<file path="src/rtl/raster_pkg.sv">
// rtl/raster_pkg.sv - shared raster timing constants, totals helpers and sync polarity
package raster_pkg;

  // Default 640x480 VGA timing (pixels / lines)
  localparam int VGA_HACTIVE = 640;
  localparam int VGA_HFP     = 16;
  localparam int VGA_HSYNC   = 96;
  localparam int VGA_HBP     = 48;
  localparam int VGA_VACTIVE = 480;
  localparam int VGA_VFP     = 10;
  localparam int VGA_VSYNC   = 2;
  localparam int VGA_VBP     = 33;

  typedef enum logic {
    SYNC_ACTIVE_LOW  = 1'b0,
    SYNC_ACTIVE_HIGH = 1'b1
  } sync_pol_e;

  function automatic int htotal(input int active, input int fp, input int sync, input int bp);
    return active + fp + sync + bp;
  endfunction

  function automatic int vtotal(input int active, input int fp, input int sync, input int bp);
    return active + fp + sync + bp;
  endfunction

endpackage

</file>
<file path="src/rtl/tick_divider.sv">
// rtl/tick_divider.sv - divides the system clock down to a one-clock pixel tick strobe
module tick_divider #(
  parameter int TICK_DIV = 4
) (
  input  logic clk,
  input  logic reset,
  input  logic en,
  input  logic restart,
  output logic tick
);

  localparam int TW = (TICK_DIV > 1) ? $clog2(TICK_DIV) : 1;
  localparam logic [TW-1:0] LAST = TW'(TICK_DIV - 1);

  logic [TW-1:0] tick_cnt;

  // Phase counter runs 0..TICK_DIV-1 while enabled; restart parks it at phase 0
  always_ff @(posedge clk) begin
    if (reset || restart) begin
      tick_cnt <= '0;
    end else if (en) begin
      tick_cnt <= (tick_cnt == LAST) ? '0 : tick_cnt + TW'(1);
    end
  end

  // A restart cycle never advances the raster, even on the last phase
  assign tick = en && !reset && !restart && (tick_cnt == LAST);

endmodule

</file>
<file path="src/rtl/raster_timing_gen.sv">
// rtl/raster_timing_gen.sv - raster scan counters, sync/active decodes and line/frame pulses
module raster_timing_gen
  import raster_pkg::*;
#(
  parameter int HACTIVE  = VGA_HACTIVE,
  parameter int HFP      = VGA_HFP,
  parameter int HSYNC    = VGA_HSYNC,
  parameter int HBP      = VGA_HBP,
  parameter int VACTIVE  = VGA_VACTIVE,
  parameter int VFP      = VGA_VFP,
  parameter int VSYNC    = VGA_VSYNC,
  parameter int VBP      = VGA_VBP,
  parameter int CW       = 11,
  parameter bit HS_POL   = 1'b0,
  parameter bit VS_POL   = 1'b0,
  parameter int TICK_DIV = 4,
  parameter int FCW      = 16
) (
  input  logic           clk,
  input  logic           reset,
  input  logic           en,
  input  logic           restart,
  output logic           pix_tick,
  output logic [CW-1:0]  hcount,
  output logic [CW-1:0]  vcount,
  output logic           hsync,
  output logic           vsync,
  output logic           video_on,
  output logic           line_start,
  output logic           line_end,
  output logic           frame_start,
  output logic           frame_end,
  output logic [FCW-1:0] frame_count
);

  localparam int HTOTAL = htotal(HACTIVE, HFP, HSYNC, HBP);
  localparam int VTOTAL = vtotal(VACTIVE, VFP, VSYNC, VBP);

  if (TICK_DIV < 1) begin : g_bad_div
    $error("raster_timing_gen: TICK_DIV must be at least 1");
  end
  if (HSYNC < 1 || VSYNC < 1) begin : g_bad_sync
    $error("raster_timing_gen: sync widths must be non-zero");
  end
  if (longint'(HTOTAL - 1) > ((longint'(1) << CW) - 1) ||
      longint'(VTOTAL - 1) > ((longint'(1) << CW) - 1)) begin : g_bad_cw
    $error("raster_timing_gen: CW too narrow for the raster totals");
  end

  localparam sync_pol_e HPOL = sync_pol_e'(HS_POL);
  localparam sync_pol_e VPOL = sync_pol_e'(VS_POL);

  localparam logic [CW-1:0] H_LAST     = CW'(HTOTAL - 1);
  localparam logic [CW-1:0] V_LAST     = CW'(VTOTAL - 1);
  localparam logic [CW-1:0] H_ACT      = CW'(HACTIVE);
  localparam logic [CW-1:0] V_ACT      = CW'(VACTIVE);
  localparam logic [CW-1:0] H_SYNC_BEG = CW'(HACTIVE + HFP);
  localparam logic [CW-1:0] H_SYNC_END = CW'(HACTIVE + HFP + HSYNC - 1);
  localparam logic [CW-1:0] V_SYNC_BEG = CW'(VACTIVE + VFP);
  localparam logic [CW-1:0] V_SYNC_END = CW'(VACTIVE + VFP + VSYNC - 1);

  logic h_last, v_last, h_first, v_first, in_hsync, in_vsync;

  tick_divider #(
    .TICK_DIV(TICK_DIV)
  ) u_tick_divider (
    .clk    (clk),
    .reset  (reset),
    .en     (en),
    .restart(restart),
    .tick   (pix_tick)
  );

  assign h_last  = (hcount == H_LAST);
  assign v_last  = (vcount == V_LAST);
  assign h_first = (hcount == '0);
  assign v_first = (vcount == '0);

  // Axis counters advance on pix_tick; frame_count survives restart but not reset
  always_ff @(posedge clk) begin
    if (reset) begin
      hcount      <= '0;
      vcount      <= '0;
      frame_count <= '0;
    end else if (restart) begin
      hcount <= '0;
      vcount <= '0;
    end else if (pix_tick) begin
      hcount <= h_last ? '0 : hcount + CW'(1);
      if (h_last) begin
        vcount <= v_last ? '0 : vcount + CW'(1);
        if (v_last) begin
          frame_count <= frame_count + FCW'(1);
        end
      end
    end
  end

  // Region decodes straight off the position registers, no pipelining
  assign in_hsync = (hcount >= H_SYNC_BEG) && (hcount <= H_SYNC_END);
  assign in_vsync = (vcount >= V_SYNC_BEG) && (vcount <= V_SYNC_END);
  assign hsync    = in_hsync ^ (HPOL == SYNC_ACTIVE_LOW);
  assign vsync    = in_vsync ^ (VPOL == SYNC_ACTIVE_LOW);
  assign video_on = (hcount < H_ACT) && (vcount < V_ACT);

  // Pulses qualify the position with the tick so they never stretch while frozen
  assign line_start  = pix_tick && h_first;
  assign line_end    = pix_tick && h_last;
  assign frame_start = pix_tick && h_first && v_first;
  assign frame_end   = pix_tick && h_last && v_last;

endmodule

</file>
<file path="config.mk">
export PLATFORM = sky130hd
export DESIGN_NAME = raster_timing_gen
export DESIGN_NICKNAME = d
export VERILOG_FILES = /design/src/rtl/raster_pkg.sv /design/src/rtl/tick_divider.sv /design/src/rtl/raster_timing_gen.sv
export SDC_FILE = /design/constraint.sdc
export NUM_CORES = 1
export LEC_CHECK = 0
export CAP_MARGIN = 25
export CORE_MARGIN = 2
export CORE_UTILIZATION = 46
export CTS_BUF_LIST = sky130_fd_sc_hd__clkbuf_2 sky130_fd_sc_hd__clkbuf_4 sky130_fd_sc_hd__clkbuf_8
export CTS_CLUSTER_SIZE = 14
export DETAILED_ROUTE_END_ITERATION = 8
export PLACE_DENSITY = 0.77
export SLEW_MARGIN = 10
export SYNTH_ARGS = -nofsm -noshare
export SYNTH_HDL_FRONTEND = slang
export SYNTH_HIERARCHICAL = 1
export SYNTH_SLANG_ARGS = --single-unit
</file>
<file path="constraint.sdc">
create_clock -name clk -period 2.7 [get_ports clk]
set_input_delay 0.54 -clock clk [delete_from_list [all_inputs] [get_ports clk]]
set_output_delay 0.54 -clock clk [all_outputs]
set_load 0.03 [all_outputs]
</file>
==> results.md, run 1 <==
- Yosys cell types: 40
- Min-Delay Path Class: reg -> reg
- Worst Setup Start Kind: flop
- Clock network power share: between 50% and 60%
- Leak: 1.05 nW
- Die width: 71.4 µm
- Slew HR: 73.8%
- Port Buffer Count: 49
- Max-slew violation count: 0
- DP Wirelength: 3850 µm
- Antenna viol nets, final: 0
- Slew @ Worst Pin: 390 ps
- Final min period: 2580 ps
- Hold Violations, Final: 0
- Cell Pwr Density: 435 nW/µm²
- Mapped Cells: 256
- DRC viols: 0
- Ant diodes: 0
- Biggest area consumer among synthesized cells: dfxtp_1
- Mapped Area: around 2100 µm²
- Sink Count: 40
- WS Path Type: reg -> out
- Switching power: 0.238 mW
- WL per Instance: 14.4 µm
- Pin count of the biggest net entering global routing: 22
- Top post-synthesis cells by count: dfxtp_1 (40), nor2_1 (31), nand2_1 (17)
- Via count: 2107
- Synth area leaders: dfxtp_1 (38%), nor2_1 (5.6%), xor2_1 (5.0%)
- Initial antenna violation count: 0
- RePlAce Congestion: a little under 0.9
- Top cell type's share of synthesized area: 38.3%
- Max Cap Viol: 0
- Sw frac: 18.3%
- Clock skew: ~4.4 ps
- Arr. time, crit path: 2040 ps
- Htree depth: 2
- Internal: 1.06 mW
- Clock Path Buffers: 2
- RSZ-0062 raised after global routing: no
- Vias in the first global route: 1991
- Fin Hold WS: around 500 ps
- Postcts setup bufs: 0
- Core outline area: between 4000 and 5000 µm²
- Vias per cell: 5.62
- Sequential cell area: 806 µm²
- Fin util: 68.6%
- Number of buffers created by CTS: 5
- First-pass detailed-route iteration total: 4
- Worst Path Max Fanout: 13
- IR drop worst, VDD: 0.267 mV
- Worst R2R Setup Slack: ~220 ps
- Clk Latency, worst-skew pair: approximately 290 ps
- Total power: 1.30 mW
- # hold bufs at CTS: 0
- Initial core utilization: 48.0%
- Flop pwr share: a little under half
- Finished Layout Cells: 375
- Worst setup EP type: primary output
- Row count: 24
- Die height: slightly above 70 µm
- Total gr overflow: 0
- Layout Area Growth over Synthesis: 43.0%
- Logic pwr share: ~2.2%
- Synth Flop Type: dfxtp_1
- Post-synth EDFFs: 0
- Outcome: complete, no violations
- DP Cell Count: 367
- Async set-reset flop share out of synthesis: 0%
- # nets final: ~330
- Detailed Route WL: 5420 µm
- Final setup viols: 0
- 1st-iter DRT viols: 104
- Area taken by multi-input logic gates: between 1000 and 1500 µm²
- Max Clk Rate: roughly 0.39 GHz
- Top-count cell post-synth: dfxtp_1
- First-pass GRT wire length: 9060 µm
- Syn Nets: 267
- Boundary pin count: 50
- Sequential area share after synthesis: 38.3%
- Layout cells sized above 1: around 16%
- Register clock-pin slew on the reported worst setup and hold paths: 80 ps
- Mapped Avg Cell Area: between 8 and 9 µm²
- Final worst path period share: 95.4%
- WP data required: about 2200 ps
- Final setup TNS: 0 ps
- Filler instances: 365
- Die area: just over 5000 µm²
- Warning count from the yosys run: 6
- Root buf cell: clkbuf_8
- Yosys reg bits: 40
- GRT Overall Usage: 21.9%
- CTS tree: yes
-- sequential cells by signal (all words and copies together) (netlist names) --
| name | count |
|---|---|
| u_tick_divider/tick_cnt | 2 |
| frame_count | 16 |
| vcount | 11 |
| hcount | 11 |
-- cells in the final DEF, fill, tap and decap left out, types with 3 or more instances in the layout --
cell type and instances:
a21oi_1 15, and3_1 8, buf_4 26, bufinv_16 3, clkbuf_8 5, clkdlybuf4s50_1 41, dfxtp_1 36, dfxtp_2 4
ha_1 6, inv_1 9, nand2_1 16, nand3_1 15, nand3b_1 3, nand4_1 13, nor2_1 30, nor2b_1 3
nor3_1 6, nor4_1 4, o21ai_0 10, o31ai_1 4, o41ai_1 3, or3_1 8, xnor2_1 6, xor2_1 12
-- cell type report --
type / count / area share, %
multi-input combinational: 194 / 42.7
tap: 52 / 2.18
clock buffer: 5 / 2.30
clock inverter: 3 / 3.01
inverter: 10 / 1.26
sequential: 40 / 27.0
timing repair buffer: 71 / 21.6
-- critical path, stage by stage (launching register included) --
cell and delay (ps):
dfxtp_1 330, or4_4 540, or3_4 410, buf_4 200, nor2_2 110, buf_4 160
-- cells by family after synthesis --
group           after synthesis  share of synthesized area (%)
flops                        40                           38.3
simple gates                127                           32.5
mux                           3                           1.50
xor+xnor                     18                           7.54
fa+ha+maj                     7                           4.19
buf+inv                      22                           4.37
compound gates               39                           11.6
-- metrics by stage --
| step | worst slack [ps] | instance area, µm² |
|---|---|---|
| global route | 11.8 | 2990 |
| CTS | 23.9 | 2970 |
| floorplan | -222 | 2170 |
| global placement | -412 | 2800 |
| detailed placement | -498 | 2800 |
| finish | 125 | 2990 |
-- power by group through the flow --
stage / registers [mW] / logic [mW] / clock network [mW]
floorplan: 0.605 / 0.0135 / 0
global placement: 0.605 / 0.0290 / 0
CTS: 0.591 / 0.0283 / 0.690
finish: 0.591 / 0.0283 / 0.681
global route: 0.592 / 0.0312 / 0.716
detailed placement: 0.605 / 0.0292 / 0
-- path summary, 6_finish.rpt --
| check | start | endpoint | depth (start not counted) |
|---|---|---|---|
| worst max-delay path | hcount[7] | frame_end | 5 |
| worst min-delay path | frame_count[14] | frame_count[14] | 2 |
| worst max register to register | hcount[7] | frame_count[11] | 5 |
| worst min register to register | frame_count[14] | frame_count[14] | 2 |
-- what timing repair did --
item / in CTS / in global routing
gates resized for setup: 5 / 6
pin swaps: 0 / 1
setup endpoints to repair: 11 / 10
-- layer usage --
metal	global-route usage [%]	vias up	share of wire, %
met2	36.1	52	47
met1	28.2	985	45
met5	0	-	0
met4	7.97	0	1.6
met3	4.78	11	5.6
li1	-	1059	-
Power figures use the tool's default switching activity.
==> run 2: changes to the inputs <==
Settings changed: CELL_PAD_IN_SITES_DETAIL_PLACEMENT set to 1, CELL_PAD_IN_SITES_GLOBAL_PLACEMENT set to 1, CORE_UTILIZATION 46 to 34.
==> results.md, run 2 (synthesis gave the netlist of run 1 again) <==
- Antenna viol nets, final: 0 (unchanged)
- Max Cap Viol: 0 (unchanged)
- Die area: 6790 µm² (+33%)
- Total power: 0.985 mW (-24%)
- Row count: 28 (+17%)
- Worst Setup Start Kind: primary input
- Min-delay src: frame_count[14]
- Final min period: 2600 ps (+29.6 ps)
- # nets final: 335 (+0.60%)
- Hold Violations, Final: 0 (unchanged)
- Final setup viols: 0 (unchanged)
- Worst slack at placement: -503 ps (-5.24 ps)
- Setup WS post-layout: 95.4 ps (-29.6 ps)
- IR drop worst, VDD: 0.175 mV (-34%)
- DP Wirelength: 4600 µm (+19%)
- Fin util: 49.6% (-19 points)
- Final worst path period share: 96.5% (+1.1 points)
- Arr. time, crit path: 2060 ps (+20 ps)
- Worst reg2reg path depth: 8 (+3)
- First-pass detailed-route iteration total: 4 (unchanged)
- Worst R2R Setup Slack: 210 ps (about the same)
- Ant diodes: 0 (unchanged)
- Port Buffer Count: 49 (unchanged)
- Slew @ Worst Pin: 428 ps (+38.4 ps)
- Vias per cell: 5.32 (-5.4%)
- Finished Layout Cells: 397 (+5.9%)
- Pin count of the biggest net entering global routing: 22 (unchanged)
- GR Layer Usage met3: 3.59% (-1.2 points)
- Number of flip-flops in the largest register: 16 (unchanged)
- Sink Count: 40 (unchanged)
- Most used cells in the layout excluding fill and tap cells: dfxtp_1 (39), clkdlybuf4s50_1 (39), nor2_1 (30)
- Max-slew violation count: 0 (unchanged)
- Worst setup EP type: primary output
- Max Clk Rate: 0.384 GHz (-1.1%)
- Initial antenna violation count: 0 (unchanged)
- DP Cell Count: 391 (+6.5%)
- Layout cells sized above 1: 14.6% (-1.8 points)
- Most flops, register: frame_count
- Clock skew: 4.38 ps (+0.0269 ps)
- Die width: 82.4 µm (+15%)
- Clk Latency, worst-skew pair: 290 ps (about the same)
- # hold bufs at CTS: 0 (unchanged)
- Root buf cell: clkbuf_8
- Outcome: complete, no violations
- Worst Path Max Fanout: 13 (unchanged)
- Core outline area: 5920 µm² (+36%)
- Hold Path End: frame_count[14]
- GR Util met2: 32.7% (-3.4 points)
- CP startpoint: en
- Slew HR: 71.2% (-2.6 points)
- DRC viols: 0 (unchanged)
- Final setup TNS: 0 ps (unchanged)
- RePlAce Congestion: 0.797 (-9.3%)
- Boundary pin count: 50 (unchanged)
- WS Path Type: in -> out
- Finished Cell Area: 2930 µm² (-1.8%)
- Cell Pwr Density: 336 nW/µm² (-23%)
- Die height: 82.4 µm (+15%)
- Register clock-pin slew on the reported worst setup and hold paths: 70 ps (about the same)
- Layout Area Growth over Synthesis: 40.3%
- Largest regs: frame_count: 16 flops, hcount: 11 flops, vcount: 11 flops
- Placed Area: 2840 µm² (+1.3%)
- Reg2reg end: frame_count[11]
- Detailed Route WL: 6100 µm (+13%)
- CTS tree: yes
- Filler instances: 711 (+95%)
- Via count: 2111 (+0.19%)
- WL per Instance: 15.4 µm (+6.4%)
- Met1 Usage GRT: 25.3% (-2.9 points)
- GRT Overall Usage: 19.4% (-2.5 points)
- Number of buffers created by CTS: 5 (unchanged)
- Initial core utilization: 35.3% (-13 points)
- First-pass GRT wire length: 10200 µm (+12%)
- Cell count of the worst hold path: 2 (unchanged)
- Clock Path Buffers: 2 (unchanged)
- Min-Delay Path Class: reg -> reg
- Total gr overflow: 0 (unchanged)
- 1st-iter DRT viols: 75 (-28%)
- WP data required: 2160 ps (about the same)
- Fin Hold WS: 498 ps (+1.65 ps)
- Busiest grt layer: met2
- Vias in the first global route: 2117 (+6.3%)
- Htree depth: 2 (unchanged)
- FF-to-FF Start: u_tick_divider/tick_cnt[1]
- Leak: 1.01 nW (-3.1%)
[run 2: changes by cell type in the layout (fill, tap and decap cells not counted), moves of 2 or more]
cell | previous run | this run
clkdlybuf4s50_1 | 41 | 39
dlymetal6s2s_1 | 1 | 3
bufinv_16 | 3 | 0
dfxtp_2 | 4 | 1
buf_4 | 26 | 29
dfxtp_1 | 36 | 39
[run 2: area by class of cell]
cell class              count  area [µm²]  share of cell area, %
repair buffers             73         663                   22.6
flip-flops and latches     40         802                   27.3
multi-input cells         194        1270                   43.2
inverters                  10        37.5                   1.28
clock buffers               5        68.8                   2.35
well taps                  75        93.8                   3.20
[run 2: worst max-delay path by stage]
stage,cells after the start,endpoint,slack [ps]
4_1_cts,7,frame_end,9
2_1_floorplan,9,frame_count[11],-220
3_3_place_gp,8,frame_count[11],-450
3_5_place_dp,8,frame_count[15],-500
5_1_grt,8,frame_end,-7
6_report,8,frame_end,100
[run 2: timing repair]
| action | in CTS | in global routing |
|---|---|---|
| gates resized for setup | 3 | 4 |
| setup endpoints to repair | 10 | 4 |
| setup buffers | 0 | 1 |
| pin swaps | 0 | 0 |
[run 2: routing by layer]
| layer | part of all wire [%] | vias to the layer above | wire [µm] |
|---|---|---|---|
| li1 | - | 1050 | - |
| met1 | 48 | 1017 | 2920 |
| met2 | 48 | 37 | 2910 |
| met3 | 3.4 | 7 | 205 |
| met4 | 1.2 | 0 | 74 |
| met5 | 0 | - | 0 |
[run 2: worst max-delay path, cell delays in order]
cell and delay [ps]:
dlygate4sd2_1 310, nand2_8 60, nor3_4 160, nand4_1 120, or3_4 400, buf_4 190
nor2_2 120, buf_4 160
[run 2: where the power goes]
group	internal, mW	switching, mW
clock network	0.167	0.198
logic	0.00968	0.0191
registers	0.590	0.00106
total	0.767	0.218
